<file path="src/rtl/mcs4_pkg.sv">
// MCS-4 fetch types: bus-cycle states, control request encoding, opcode constants.
// Pure declarations; no latency or flow control of its own.
package mcs4_pkg;

  typedef enum logic [3:0] {
    ST_A0, ST_A1, ST_A2, ST_A3, ST_M1, ST_M2, ST_X1, ST_X2, ST_X3
  } state_e;

  typedef enum logic [1:0] {
    CTL_NONE = 2'b00,
    CTL_JUMP = 2'b01,
    CTL_CALL = 2'b10,
    CTL_RET  = 2'b11
  } ctl_op_e;

  localparam logic [3:0] OPR_JCN     = 4'h1;
  localparam logic [3:0] OPR_FIM_SRC = 4'h2;
  localparam logic [3:0] OPR_JUN     = 4'h4;
  localparam logic [3:0] OPR_JMS     = 4'h5;
  localparam logic [3:0] OPR_ISZ     = 4'h7;
  localparam logic [3:0] OPR_IO      = 4'hE;

  // FIM shares OPR 2 with SRC; only the even OPA form carries a data word.
  function automatic logic is_two_word(input logic [3:0] opr, input logic [3:0] opa);
    return (opr == OPR_JCN) || (opr == OPR_JUN) || (opr == OPR_JMS) ||
           (opr == OPR_ISZ) || ((opr == OPR_FIM_SRC) && !opa[0]);
  endfunction

endpackage

</file>
<file path="src/rtl/mcs4_pc_stack.sv">
// PC stack: current level increments on inc_i, jump/call/ret applied on apply_i; one-clk update.
// MCS4_STACK_CHECK_EN adds sticky overflow/underflow flags; otherwise wrap is silent.
module mcs4_pc_stack
  import mcs4_pkg::*;
#(
  parameter int AW          = 12,
  parameter int STACK_DEPTH = 4
) (
  input  logic          clk_i,
  input  logic          rst_ni,
  input  logic          inc_i,
  input  logic          apply_i,
  input  ctl_op_e       op_i,
  input  logic [AW-1:0] addr_i,
  output logic [AW-1:0] pc_o,
  output logic          stack_ovf_o,
  output logic          stack_unf_o
);
  localparam int SPW = $clog2(STACK_DEPTH);
  localparam logic [SPW-1:0] SP_MAX = SPW'(STACK_DEPTH - 1);

  logic [AW-1:0]  lvl_q [STACK_DEPTH];
  logic [SPW-1:0] sp_q, sp_inc, sp_dec;

  assign sp_inc = (sp_q == SP_MAX) ? '0 : sp_q + 1'b1;
  assign sp_dec = (sp_q == '0) ? SP_MAX : sp_q - 1'b1;
  assign pc_o   = lvl_q[sp_q];

  always_ff @(posedge clk_i or negedge rst_ni) begin
    if (!rst_ni) begin
      for (int i = 0; i < STACK_DEPTH; i++) lvl_q[i] <= '0;
      sp_q <= '0;
    end else if (inc_i) begin
      lvl_q[sp_q] <= lvl_q[sp_q] + AW'(1);
    end else if (apply_i) begin
      case (op_i)
        CTL_JUMP: lvl_q[sp_q] <= addr_i;
        CTL_CALL: begin
          sp_q          <= sp_inc;
          lvl_q[sp_inc] <= addr_i;
        end
        CTL_RET:  sp_q <= sp_dec;
        default:  ;
      endcase
    end
  end

`ifdef MCS4_STACK_CHECK_EN
  // Depth starts at zero and wraps in step with sp, so sp itself is the depth count.
  logic ovf_q, unf_q;
  always_ff @(posedge clk_i or negedge rst_ni) begin
    if (!rst_ni) begin
      ovf_q <= 1'b0;
      unf_q <= 1'b0;
    end else if (apply_i && !inc_i) begin
      if (op_i == CTL_CALL && sp_q == SP_MAX) ovf_q <= 1'b1;
      if (op_i == CTL_RET && sp_q == '0)      unf_q <= 1'b1;
    end
  end
  assign stack_ovf_o = ovf_q;
  assign stack_unf_o = unf_q;
`else
  assign stack_ovf_o = 1'b0;
  assign stack_unf_o = 1'b0;
`endif

endmodule

</file>
<file path="src/rtl/mcs4_fetch_unit.sv">
// MCS-4 A/M/X sequencer and opcode fetch; outputs move one clk after a PHI2 rising edge, no backpressure.
// Build option MCS4_STACK_CHECK_EN enables sticky stack overflow/underflow flags.
module mcs4_fetch_unit
  import mcs4_pkg::*;
#(
  parameter int ADDR_NIBBLES = 3,
  parameter int STACK_DEPTH  = 4,
  parameter int RAM_BANKS    = 4
) (
  input  logic                      clk_i,
  input  logic                      rst_ni,
  input  logic                      phi2_i,
  input  logic [3:0]                d_i,
  output logic [3:0]                d_o,
  output logic                      d_oe_o,
  output logic                      sync_o,
  output logic                      cm_rom_o,
  output logic [RAM_BANKS-1:0]      cm_ram_o,
  input  logic [2:0]                bank_sel_i,
  output logic                      instr_valid_o,
  output logic [3:0]                opr_o,
  output logic [3:0]                opa_o,
  output logic [7:0]                word2_o,
  output logic                      two_word_o,
  output logic [4*ADDR_NIBBLES-1:0] pc_o,
  input  logic                      ctl_valid_i,
  input  logic [1:0]                ctl_op_i,
  input  logic [4*ADDR_NIBBLES-1:0] ctl_addr_i,
  output logic                      stack_ovf_o,
  output logic                      stack_unf_o
);
  localparam int AW = 4 * ADDR_NIBBLES;
  localparam state_e LAST_A = state_e'(4'(ADDR_NIBBLES - 1));

  state_e               state_q, state_d;
  logic                 phi2_q, edge_w, leave_m1, leave_m2, apply_w, in_x, cm_on;
  logic [3:0]           hi_q, fw_opr_q, fw_opa_q, opr_q, opa_q;
  logic [7:0]           word2_q;
  logic                 wait_w2_q, src_q, instr_valid_q, two_word_q, cm_rom_q;
  logic [RAM_BANKS-1:0] cm_ram_q, bank_mask;
  ctl_op_e              ctl_op_q, ctl_op_w;
  logic [AW-1:0]        ctl_addr_q, ctl_addr_w, pc_w;

  assign edge_w   = phi2_i & ~phi2_q;
  assign leave_m1 = edge_w && (state_q == ST_M1);
  assign leave_m2 = edge_w && (state_q == ST_M2);
  assign apply_w  = edge_w && (state_q == ST_X3);
  assign in_x     = (state_q == ST_X1) || (state_q == ST_X2) || (state_q == ST_X3);

  // A request arriving on the applying clk still counts as the latest one.
  assign ctl_op_w   = (ctl_valid_i && in_x) ? ctl_op_e'(ctl_op_i) : ctl_op_q;
  assign ctl_addr_w = (ctl_valid_i && in_x) ? ctl_addr_i : ctl_addr_q;

  always_comb begin
    state_d = state_q;
    if (edge_w) begin
      case (state_q)
        ST_M1:   state_d = ST_M2;
        ST_M2:   state_d = ST_X1;
        ST_X1:   state_d = ST_X2;
        ST_X2:   state_d = ST_X3;
        ST_X3:   state_d = ST_A0;
        default: state_d = (state_q == LAST_A) ? ST_M1 : state_e'(4'(state_q) + 4'd1);
      endcase
    end
  end

  always_comb begin
    for (int i = 0; i < RAM_BANKS; i++) bank_mask[i] = (int'(bank_sel_i) != i);
  end

  assign cm_on = edge_w && ((state_d == LAST_A) ||
                            (leave_m1 && !wait_w2_q && d_i == OPR_IO) ||
                            (state_q == ST_X1 && src_q));

  always_ff @(posedge clk_i or negedge rst_ni) begin
    if (!rst_ni) begin
      phi2_q        <= 1'b0;
      state_q       <= ST_X3;
      hi_q          <= '0;
      fw_opr_q      <= '0;
      fw_opa_q      <= '0;
      wait_w2_q     <= 1'b0;
      src_q         <= 1'b0;
      ctl_op_q      <= CTL_NONE;
      ctl_addr_q    <= '0;
      cm_rom_q      <= 1'b1;
      cm_ram_q      <= '1;
      instr_valid_q <= 1'b0;
      opr_q         <= '0;
      opa_q         <= '0;
      word2_q       <= '0;
      two_word_q    <= 1'b0;
    end else begin
      phi2_q        <= phi2_i;
      state_q       <= state_d;
      instr_valid_q <= 1'b0;
      if (ctl_valid_i && in_x) begin
        ctl_op_q   <= ctl_op_e'(ctl_op_i);
        ctl_addr_q <= ctl_addr_i;
      end
      if (apply_w) ctl_op_q <= CTL_NONE;
      if (leave_m1) hi_q <= d_i;
      if (leave_m2) begin
        if (wait_w2_q) begin
          instr_valid_q <= 1'b1;
          opr_q         <= fw_opr_q;
          opa_q         <= fw_opa_q;
          word2_q       <= {hi_q, d_i};
          two_word_q    <= 1'b1;
          wait_w2_q     <= 1'b0;
          src_q         <= 1'b0;
        end else if (is_two_word(hi_q, d_i)) begin
          fw_opr_q  <= hi_q;
          fw_opa_q  <= d_i;
          wait_w2_q <= 1'b1;
          src_q     <= 1'b0;
        end else begin
          instr_valid_q <= 1'b1;
          opr_q         <= hi_q;
          opa_q         <= d_i;
          word2_q       <= '0;
          two_word_q    <= 1'b0;
          src_q         <= (hi_q == OPR_FIM_SRC) && d_i[0];
        end
      end
      if (edge_w) begin
        cm_rom_q <= ~cm_on;
        cm_ram_q <= cm_on ? bank_mask : '1;
      end
    end
  end

  always_comb begin
    d_o = 4'h0;
    for (int k = 0; k < ADDR_NIBBLES; k++) begin
      if (state_q == state_e'(4'(k))) d_o = pc_w[4*k +: 4];
    end
  end

  assign d_oe_o        = (state_q <= LAST_A);
  assign sync_o        = (state_q != ST_X3);
  assign cm_rom_o      = cm_rom_q;
  assign cm_ram_o      = cm_ram_q;
  assign instr_valid_o = instr_valid_q;
  assign opr_o         = opr_q;
  assign opa_o         = opa_q;
  assign word2_o       = word2_q;
  assign two_word_o    = two_word_q;
  assign pc_o          = pc_w;

  mcs4_pc_stack #(
    .AW          (AW),
    .STACK_DEPTH (STACK_DEPTH)
  ) u_pc_stack (
    .clk_i       (clk_i),
    .rst_ni      (rst_ni),
    .inc_i       (leave_m2),
    .apply_i     (apply_w),
    .op_i        (ctl_op_w),
    .addr_i      (ctl_addr_w),
    .pc_o        (pc_w),
    .stack_ovf_o (stack_ovf_o),
    .stack_unf_o (stack_unf_o)
  );

endmodule

</file>
<file path="config.mk">
export PLATFORM = sky130hd
export DESIGN_NAME = mcs4_fetch_unit
export DESIGN_NICKNAME = d
export VERILOG_FILES = /design/src/rtl/mcs4_pkg.sv /design/src/rtl/mcs4_pc_stack.sv /design/src/rtl/mcs4_fetch_unit.sv
export SDC_FILE = /design/constraint.sdc
export NUM_CORES = 1
export LEC_CHECK = 0
export BUFFER_PORTS_ARGS = -buffer_cell sky130_fd_sc_hd__buf_2
export CAP_MARGIN = 25
export CORE_MARGIN = 2
export CORE_UTILIZATION = 25
export CTS_CLUSTER_SIZE = 16
export DETAILED_ROUTE_END_ITERATION = 12
export PLACE_DENSITY_LB_ADDON = 0.15
export SLEW_MARGIN = 20
export SYNTH_ARGS = -nofsm -noshare
export SYNTH_HDL_FRONTEND = slang
export SYNTH_HIERARCHICAL = 1
export SYNTH_SLANG_ARGS = --single-unit
</file>
<file path="constraint.sdc">
create_clock -name clk_i -period 3 [get_ports clk_i]
set_clock_uncertainty 0.15 [all_clocks]
set_input_delay 0.15 -clock clk_i [delete_from_list [all_inputs] [get_ports clk_i]]
set_output_delay 0.15 -clock clk_i [all_outputs]
set_load 0.02 [all_outputs]
</file>
==> flow_summary_export.csv <==
group,metric,value,unit
power_and_ir_drop,power.leakage,3.18,nW
floorplanning,fp.dieH,155,microns
floorplanning,die_w,155,microns
critical_path,crit_fanout,24,
cells_and_area,drive_gt1_frac,0.312,
yosys,synthAdderAreaFrac,0.0110,
critical_path,r2r_end,"u_pc_stack/lvl_q[14]$_DFFE_PN0P_",
yosys,synthTopCellsByArea,"dfrtp_1, mux2_2, mux4_2",
floorplanning,fp-row-count,55,
yosys,synth.mux.area_fraction,0.163,
clocking,clkTransAtPathRegs,0.08,ns
detailed_routing,drc_errors,0,
power_and_ir_drop,p_total,7.10,mW
grt,track_usage,0.145,
timing,slew_headroom,0.411,
min_path,min_to,"ctl_op_q[1]$_DFF_PN0_",
grt,grt-ovfl-total,0,
floorplanning,ios,68,
critical_path,r2r_slack,0.19,ns
placement,hpwlAfterDp,11.6,mm
timing,clock.fmax,356,MHz
critical_path,regToRegStartpoint,"state_q[3]$_DFF_PN1_",
critical_path,critPathCaptureType,"flip-flop",
cells_and_area,n_fill_cell,2312,
yosys,synth_top_family_by_area,"multiplexers",
critical_path,arrival,2.91,ns
detailed_routing,post_drt_wl_per_cell,18.4,microns
critical_path,critical_path.max_stage_delay,0.55,ns
timing,finalMaxSlewViolations,0,
placement,io_buffers,65,
min_path,hold_path_class,"primary input to flip-flop",
timing,setup_viol,0,
cells_and_area,area_growth,24.5,%
clocking,postCtsSetupBuffers,0,
yosys,synth-seq-cells,106,
detailed_routing,wirelength,16.7,mm
floorplanning,die_area,24000,sq um
yosys,yosysMostFrequentCell,"dfrtp_1",
critical_path,crit_required,3.10,ns
floorplanning,start_util,0.253,
yosys,synth_common_cells,"dfrtp_1, nor2_1, mux2_2, nand2_1, clkbuf_1",
power_and_ir_drop,ir_worst_vdd,0.355,mV
yosys,yosysUniqueCellTypes,67,
yosys,synth_compound_area_frac,0.160,
placement,gp_congestion,0.775,
yosys,yosys.area_share.simple,0.139,
yosys,synth_area,5690,sq um
yosys,yosysWarningCount,6,
timing,hold_ws,0.0767,ns
clocking,cts_buffer_depth,2,
detailed_routing,routed_via_density,4.90,
yosys,synth-xor-area-share,0.0183,
timing,finalCritPeriodShare,0.938,
grt,antenna_found_initial,0,
clocking,clock_latency,0.36,ns
yosys,async_reset_ff_frac,1.00,
clocking,cts_buffers,9,
yosys,syn_inst,522,
clocking,cts_sinks,106,
floorplanning,core-area,22500,sq um
detailed_routing,antenna_left,0,
detailed_routing,drt_iter0_drc,235,
critical_path,cp_cell_sequence,"and3b_1 -> o21ai_2 -> mux2_2 -> buf_4 -> nor4bb_1 -> a21oi_1 -> o21ai_1 -> buf_12 -> o221ai_1 -> o21a_1",
timing,rsz0062_at_grt,"false",
clocking,clockRootBuffer,"clkbuf_16",
timing,tightestPinTransition,0.884,ns
yosys,synth_top_area_frac,0.440,
detailed_routing,dr.pass1.iters,5,
status,status,"finished, final reports clean",
yosys,syn_area_per_cell,10.9,sq um
critical_path,critPathKind,"flip-flop to flip-flop",
detailed_routing,vias,4458,
cells_and_area,diodes,0,
critical_path,start_kind,"flip-flop",
min_path,min-delay-start,"ctl_op_i[1]",
grt,grt_pass1_wl,27.0,mm
critical_path,worst_path_max_delay_cell,"dfstp_2",
cells_and_area,fin_nets,650,
power_and_ir_drop,powerDensity,1000,nW/um^2
yosys,ys_seq_area_frac,0.468,
grt,grt_pass1_vias,4587,
timing,finalSetupTns,0,ns
cells_and_area,seq_area,2660,sq um
timing,period_needed,2.81,ns
critical_path,rr_worst_depth,10,
yosys,synth-edff-count,0,
clocking,h-tree-depth,3,
yosys,ys.flop_type,"dfrtp_1",
timing,hold_violations,0,
yosys,yosys.area.top_type,"dfrtp_1",
cells_and_area,multi_input_area,2810,sq um
clocking,cts_tree,"done",
min_path,whs_path_depth,3,
flow_run,cap_violations,0,
grt,grt_start_max_net_pins,57,
-- through the flow --
step / std cells / setup WS (ns) / utilization / cell area (sq um)
6_report: 910 / 0.187 / 0.315 / 7080
5_1_grt: 910 / 0.0290 / 0.315 / 7080
4_1_cts: 910 / 0.0989 / 0.314 / 7070
3_5_place_dp: 872 / 0.00169 / 0.289 / 6510
3_3_place_gp: 872 / 0.118 / 0.289 / 6510
2_1_floorplan: 523 / 0.101 / - / 5690
-- critical path, delay by kind of cell, from the launching register on --
kind	cells	cell delay, ns
flops	1	0.55
compound gates	5	0.77
simple gates	2	0.49
mux	1	0.38
buf+inv	2	0.38
-- repair_timing --
action | CTS | global route
cloned | 0 | 0
endpoints found under the hold margin | 76 | 0
gates resized for setup | 1 | 3
hold buffers | 22 | 0
endpoints found under the setup margin | 4 | 15
-- registers in the layout (all words and copies together) (netlist names), 2 cells and up --
register	flops
ctl_addr_q	12
u_pc_stack/sp_q	2
opr_o	4
fw_opa_q	4
word2_o	8
state_q	4
opa_o	4
cm_ram_o	4
ctl_op_q	2
fw_opr_q	4
u_pc_stack/lvl_q	48
hi_q	4
-- cell type report --
type / count / share of cell area
multi-input cells: 369 / 0.397
clock buffers: 9 / 0.0318
clock inverters: 7 / 0.0152
inverters: 9 / 0.00477
repair buffers: 125 / 0.125
flip-flops and latches: 106 / 0.376
well taps: 285 / 0.0504
-- power breakdown --
part           switching (mW)  internal (mW)
sequential              0.346           1.88
clock                   0.633          0.682
combinational            2.15           1.40
-- worst max path at each step --
| stage | cells after the start | slack [ns] | to | start |
|---|---|---|---|---|
| global placement | 9 | 0.12 | u_pc_stack/lvl_q[9]$_DFFE_PN0P_ | state_q[3]$_DFF_PN1_ |
| detailed placement | 9 | 0.002 | u_pc_stack/lvl_q[7]$_DFFE_PN0P_ | state_q[3]$_DFF_PN1_ |
| finish | 10 | 0.19 | u_pc_stack/lvl_q[14]$_DFFE_PN0P_ | state_q[3]$_DFF_PN1_ |
| floorplan | 10 | 0.10 | u_pc_stack/lvl_q[12]$_DFFE_PN0P_ | state_q[3]$_DFF_PN1_ |
| global route | 10 | 0.03 | u_pc_stack/lvl_q[35]$_DFFE_PN0P_ | state_q[3]$_DFF_PN1_ |
| CTS | 10 | 0.1 | u_pc_stack/lvl_q[25]$_DFFE_PN0P_ | state_q[3]$_DFF_PN1_ |
-- kinds of logic after synthesis --
group,count (synthesis)
and+or+nand+nor,147
AOI/OAI and AO/OA,131
DFF,106
muxes,73
buffers and inverters,48
xor gates and xnor gates,11
adders and majority gates,5
other,1
-- layout by cell type, fill, tap and decap left out, types with 12 or more instances in the layout --
| cell type | netlist | routed |
|---|---|---|
| nor2_1 | 59 | 59 |
| o21a_1 | 21 | 21 |
| mux2i_1 | 23 | 23 |
| buf_4 | 2 | 35 |
| nand2b_1 | 16 | 16 |
| o21ai_0 | 24 | 24 |
| mux4_2 | 12 | 12 |
| buf_2 | 3 | 64 |
| a21oi_1 | 14 | 14 |
| nand2_1 | 31 | 31 |
| dlygate4sd3_1 | 0 | 22 |
| dfrtp_1 | 100 | 99 |
| mux2_2 | 37 | 37 |
| o22ai_1 | 13 | 13 |
-- metal layers --
layer  GRT usage  vias up  share of wire
met3      0.0322       17          0.046
met5           0        -              0
met1       0.204     2236           0.48
li1            -     2074              -
met4      0.0344        0         0.0099
met2       0.229      131           0.46
Note: power is estimated with default switching activity, not from simulation.
